`config.mk`:
```
export PLATFORM = sky130hd
export DESIGN_NAME = i2s_slave_rx
export DESIGN_NICKNAME = d
export VERILOG_FILES = /design/src/rtl/i2s_slave_rx.sv
export SDC_FILE = /design/constraint.sdc
export NUM_CORES = 1
export LEC_CHECK = 0
export CORE_AREA = 4 4 61 104
export DETAILED_ROUTE_END_ITERATION = 6
export DIE_AREA = 0 0 65 108
export PLACE_DENSITY = 0.6
export SLEW_MARGIN = 30
export SYNTH_ARGS = -nofsm -noshare
export SYNTH_HDL_FRONTEND = slang
export SYNTH_SLANG_ARGS = --single-unit
```
`constraint.sdc`:
```
create_clock -name sck_in -period 2.4 [get_ports sck_in]
set_clock_uncertainty 0.1 [all_clocks]
set_input_delay 0.72 -clock sck_in [delete_from_list [all_inputs] [get_ports sck_in]]
set_output_delay 0.72 -clock sck_in [all_outputs]
set_load 0.01 [all_outputs]
```
`src/rtl/i2s_slave_rx.sv`:
```
// i2s_slave_rx: I2S slave receiver in the SCK domain.
// Samples an externally mastered I2S stream, locks to the left-channel frame
// boundary and delivers each channel word as 16-bit halfwords with a
// one-cycle data_valid strobe. 32-bit words produce two strobes, upper
// halfword first.
// Optional feature macro: I2S_RX_FRAME_CHECK_EN. When it is defined, a short
// word sets the sticky frame_err flag and forces a relock. When it is
// undefined, frame_err is tied to 0.
module i2s_slave_rx (
    input  logic        rst_n,
    input  logic        sck_in,
    input  logic        enable,
    input  logic        word_size,
    input  logic        ws,
    input  logic        sd,
    output logic [15:0] data_out,
    output logic        data_valid,
    output logic        data_ch,
    output logic        data_hi,
    output logic        locked,
    output logic        frame_err
);

    typedef enum logic [1:0] {
        S_IDLE = 2'd0,
        S_SYNC = 2'd1,
        S_RECV = 2'd2
    } state_e;

    state_e      state_q, state_d;
    logic        ws_q;                // WS sampled on the previous edge
    logic        start_q, start_d;    // this edge is a word start (MSB)
    logic [5:0]  cnt_q, cnt_d;        // bits received in the current word, saturates at 32
    logic [15:0] shift_q, shift_d;
    logic        ch_q, ch_d;          // channel of the word being received
    logic [15:0] data_q, data_d;
    logic        valid_q, valid_d;
    logic        dch_q, dch_d;
    logic        dhi_q, dhi_d;
    logic        locked_q, locked_d;

    logic        ws_change;
    logic        ws_fall;
    logic [5:0]  cnt_inc;
    logic        hit16;
    logic        hit32;

`ifdef I2S_RX_FRAME_CHECK_EN
    logic        err_q, err_d;
    logic [5:0]  word_len;
    assign word_len = word_size ? 6'd32 : 6'd16;
`endif

    assign ws_change = ws ^ ws_q;
    assign ws_fall   = ws_q & ~ws;

    // A word start restarts the count at 1, because the MSB is taken on that edge.
    assign cnt_inc = start_q ? 6'd1 : ((cnt_q == 6'd32) ? cnt_q : cnt_q + 6'd1);
    assign hit16   = (cnt_inc == 6'd16);
    assign hit32   = word_size && (cnt_q == 6'd31) && !start_q;

    // Next-state and output logic for the lock/receive FSM.
    always_comb begin
        // NOTE: every signal written here gets a default first, so no path can infer a latch.
        state_d  = state_q;
        start_d  = 1'b0;
        cnt_d    = cnt_q;
        shift_d  = shift_q;
        ch_d     = ch_q;
        data_d   = data_q;
        valid_d  = 1'b0;
        dch_d    = dch_q;
        dhi_d    = dhi_q;
        locked_d = locked_q;
`ifdef I2S_RX_FRAME_CHECK_EN
        err_d    = err_q;
`endif
        if (!enable) begin
            // Leaving for IDLE drops any partial halfword and the lock.
            state_d  = S_IDLE;
            locked_d = 1'b0;
            cnt_d    = '0;
`ifdef I2S_RX_FRAME_CHECK_EN
            err_d    = 1'b0;
`endif
        end else begin
            unique case (state_q)
                S_IDLE: begin
                    locked_d = 1'b0;
                    cnt_d    = '0;
`ifdef I2S_RX_FRAME_CHECK_EN
                    err_d    = 1'b0;
`endif
                    state_d  = S_SYNC;
                end
                S_SYNC: begin
                    locked_d = 1'b0;
                    start_d  = ws_fall;
                    if (start_q) begin
                        // This edge carries the left-channel MSB.
                        state_d  = S_RECV;
                        locked_d = 1'b1;
                        start_d  = ws_change;
                        cnt_d    = 6'd1;
                        shift_d  = {shift_q[14:0], sd};
                        ch_d     = ws_q;
                    end
                end
                S_RECV: begin
                    // This edge's bit belongs to the old word even if WS changes here.
                    start_d = ws_change;
                    shift_d = {shift_q[14:0], sd};
                    cnt_d   = cnt_inc;
                    if (start_q) begin
                        ch_d = ws_q;
                    end
                    if (hit16 || hit32) begin
                        data_d  = {shift_q[14:0], sd};
                        valid_d = 1'b1;
                        dch_d   = ch_q;
                        dhi_d   = hit16;
                    end
`ifdef I2S_RX_FRAME_CHECK_EN
                    if (ws_change && (cnt_inc < word_len)) begin
                        err_d    = 1'b1;
                        state_d  = S_SYNC;
                        locked_d = 1'b0;
                        start_d  = 1'b0;
                    end
`endif
                end
                default: begin
                    state_d  = S_IDLE;
                    locked_d = 1'b0;
                end
            endcase
        end
    end

    // State and datapath registers. rst_n is asynchronous and active-low.
    always_ff @(posedge sck_in or negedge rst_n) begin
        if (!rst_n) begin
            state_q  <= S_IDLE;
            ws_q     <= 1'b0;
            start_q  <= 1'b0;
            cnt_q    <= '0;
            shift_q  <= '0;
            ch_q     <= 1'b0;
            data_q   <= '0;
            valid_q  <= 1'b0;
            dch_q    <= 1'b0;
            dhi_q    <= 1'b0;
            locked_q <= 1'b0;
        end else begin
            // NOTE: non-blocking assignments, so every register samples the same pre-edge values.
            state_q  <= state_d;
            ws_q     <= ws;
            start_q  <= start_d;
            cnt_q    <= cnt_d;
            shift_q  <= shift_d;
            ch_q     <= ch_d;
            data_q   <= data_d;
            valid_q  <= valid_d;
            dch_q    <= dch_d;
            dhi_q    <= dhi_d;
            locked_q <= locked_d;
        end
    end

`ifdef I2S_RX_FRAME_CHECK_EN
    // Sticky short-word flag. It is cleared by reset or by passing through IDLE.
    always_ff @(posedge sck_in or negedge rst_n) begin
        if (!rst_n) begin
            err_q <= 1'b0;
        end else begin
            err_q <= err_d;
        end
    end
    assign frame_err = err_q;
`else
    assign frame_err = 1'b0;
`endif

    assign data_out   = data_q;
    assign data_valid = valid_q;
    assign data_ch    = dch_q;
    assign data_hi    = dhi_q;
    assign locked     = locked_q;

endmodule

```
==> metrics.cfg <==
[status]
status = finished clean

[detailed_routing]
vias = 1372
drc_errors = 0
ant_nets = 0
routed_wl_um = 4050
post_drt_wl_per_cell_um = 14.2
drtIter0Drc = 22
vias_per_cell = 4.81
first_pass_iters = 2

[synthesis]
synth-edff-count = 0
yosysWarnings = 0
synth.area.top_cells = dfrtp_1 (54%), mux2_2 (12%), mux2_4 (7.0%), ha_1 (4.1%), o21ai_0 (2.6%)
syn_avg_cell_area_sq_um = 12.6
async_reset_ff_frac = 1.00
synthMuxAreaShare = 0.196
synth_xor_area_frac = 0.0164
syn_inst = 169
synth_flop_cell = dfrtp_1
seq_area_frac_synth = 0.540
syn_nets = 182
yosys.area_share.simple = 0.0956
synth_fa_ha_area_frac = 0.0411
synth-seq-cells = 46
synth_top_family_by_area = multiplexers
synth_top_area_share = 0.540
synth_top_area_cell = dfrtp_1
synth_cell_types = 39
synth_compound_area_frac = 0.0710
synthesis.area_sq_um = 2130

[placement]
globalplace.congestion = 0.840
port_buffers = 25
dp_hpwl_um = 2690
dpl_cell_area_sq_um = 2530
dp.cells = 273

[sta]
worstMarginPinSlew_ns = 0.866
whs_ns = 0.379
finalSetupViolations = 0
slew_headroom = 0.419
hold_viol = 0
fin_crit_ns = 2.34
finalCritPeriodShare = 0.976
fmax_mhz = 427
rsz0062_at_grt = yes
drv_slew = 0

[worst_setup_path]
rr_worst_depth = 8
crit_top_cell = buf_4
r2r_slack_ns = 0.06
cpMaxStageDelayCell = dfrtp_2
worstPathRequired_ns = 2.49
crit_chain = ha_2 -> buf_4 -> xor2_1 -> or4_4 -> nor3_4 -> buf_4 -> a21oi_4 -> mux2_4
cpPeakStageDelay_ns = 0.45
cp_top_family = simple AND/OR/NAND/NOR gates
startpoint_type = flop
r2r-end = data_out[14]
arrival_ns = 2.43
timing.critical_path.buf_inv = 2
worstSetupEndpointType = flop
critPathKind = reg -> reg
reg2reg_from = cnt_q[0]
cp_max_fo = 5

[floorplan]
row_count = 36
io_pins = 27
initial_core_util = 0.385
die_width_um = 65
fp.coreArea_sq_um = 5540
die-area_sq_um = 7020
die-height_um = 108

[clock_network]
cts-htree-levels = 2
numCtsBuffers = 5
clk_latency_ns = 0.29
cts.sinks = 46
cts_tree = done
hold_buffers = 0
cts_buffer_depth = 2
clkSlewWorstSetupHoldPaths_ns = 0.09
cts_root_buffer = clkbuf_8

[finish]
multi_input_area_sq_um = 950
design_area_sq_um = 2670
area_growth_pct = 25.1
final_cell_mix = dfrtp_1 (45), mux2_2 (23), clkdlybuf4s50_1 (23), nand2_1 (11), o21ai_0 (11)
final_common_cell = dfrtp_1
drive_gt1_frac = 0.311
fill_cells = 521
final_util = 0.482
seq_area_sq_um = 1150
antenna_cells = 0
final_cells = 285
final_nets = 221

[global_routing]
grtUsageTotal = 0.126
grt_pass1_vias = 1442
grt_max_degree = 47
grt_pass1_wl_um = 6860
antenna_found_initial = 0
grt-ovfl-total = 0

[power]
p_leak_nw = 1.29
ir_drop_uv = 445
power.density_nw_per_um2 = 506

[hold_path]
hold_depth = 2
hp-start = data_hi
hold_path_end = data_hi
min_path_type = reg -> reg

[run]
max-cap-violations = 0

==> logic make-up after synthesis <==
group / after synthesis
other: 1
adders and majority gates: 7
AOI/OAI and AO/OA: 25
xor gates and xnor gates: 4
buffers and inverters: 16
muxes: 34
and+or+nand+nor: 36
DFF: 46
==> per-stage QoR <==
step           power (mW)  setup TNS (ns)  setup slack [ns]
3_3_place_gp        0.892           -6.59            -0.397
6_report             1.35               0            0.0570
3_5_place_dp        0.898           -7.14            -0.440
5_1_grt              1.42         -0.0867           -0.0153
2_1_floorplan       0.858               0           0.00916
4_1_cts              1.37               0           0.00316
==> layer usage <==
metal  GRT usage  share of wire  wire length (um)  vias to the layer above
met5           0              0                 0                        -
met4      0.0454          0.016                64                        0
li1            -              -                 -                      663
met3      0.0333          0.038               153                        5
met1       0.143           0.40              1630                      681
met2       0.223           0.54              2200                       23
==> Yosys cell counts, drive strengths merged, types with 2 or more instances <==
| cell type | count |
|---|---|
| a21oi | 4 |
| buf | 5 |
| clkbuf | 2 |
| dfrtp | 46 |
| ha | 7 |
| inv | 9 |
| mux2 | 33 |
| nand2 | 11 |
| nand2b | 2 |
| nand3 | 7 |
| nor2 | 5 |
| nor3 | 3 |
| o21ai | 12 |
| o31ai | 2 |
| xnor2 | 2 |
| xor2 | 2 |
==> power by group <==
| part | total, mW | switching [mW] | internal (mW) | leakage (nW) |
|---|---|---|---|---|
| Clock | 0.469 | 0.264 | 0.205 | 0.0483 |
| Combinational | 0.0886 | 0.0563 | 0.0323 | 0.601 |
| Sequential | 0.793 | 0.00915 | 0.784 | 0.637 |
==> worst max path at each step <==
stage             start            to  slack, ns  cells past startpoint
3_3_place_gp     enable  data_out[12]      -0.40                      6
6_report       cnt_q[0]  data_out[14]       0.06                      8
4_1_cts        cnt_q[0]  data_out[14]      0.003                      8
3_5_place_dp     enable  data_out[14]      -0.44                      6
5_1_grt        cnt_q[0]  data_out[14]      -0.02                      8
2_1_floorplan    enable       data_ch      0.009                      7
==> repair_timing <==
action                                  CTS  global route
pin swaps                                 4             1
gates cloned                              2             0
endpoints found under the setup margin   17            17
gates resized for setup                   6             2
buffers inserted                          2             0
==> registers in the layout (all words and copies together), names as in the netlist <==
signal,cells
state_q,2
cnt_q,6
data_ch,1
shift_q,15
data_valid,1
ch_q,1
locked,1
data_out,16
data_hi,1
ws_q,1
start_q,1
==> cell type report <==
type                    count  share of cell area
clock buffers               5              0.0258
well taps                  76              0.0356
clock inverters             3             0.00703
inverters                   9              0.0127
flip-flops and latches     46               0.432
repair buffers             37               0.131
multi-input cells         109               0.356
==> worst min-delay path, stage by stage (launching register included) <==
cell,delay (ns)
dfrtp_1,0.35
nand2_1,0.04
o21ai_0,0.05
(Power assumes the default switching activity.)
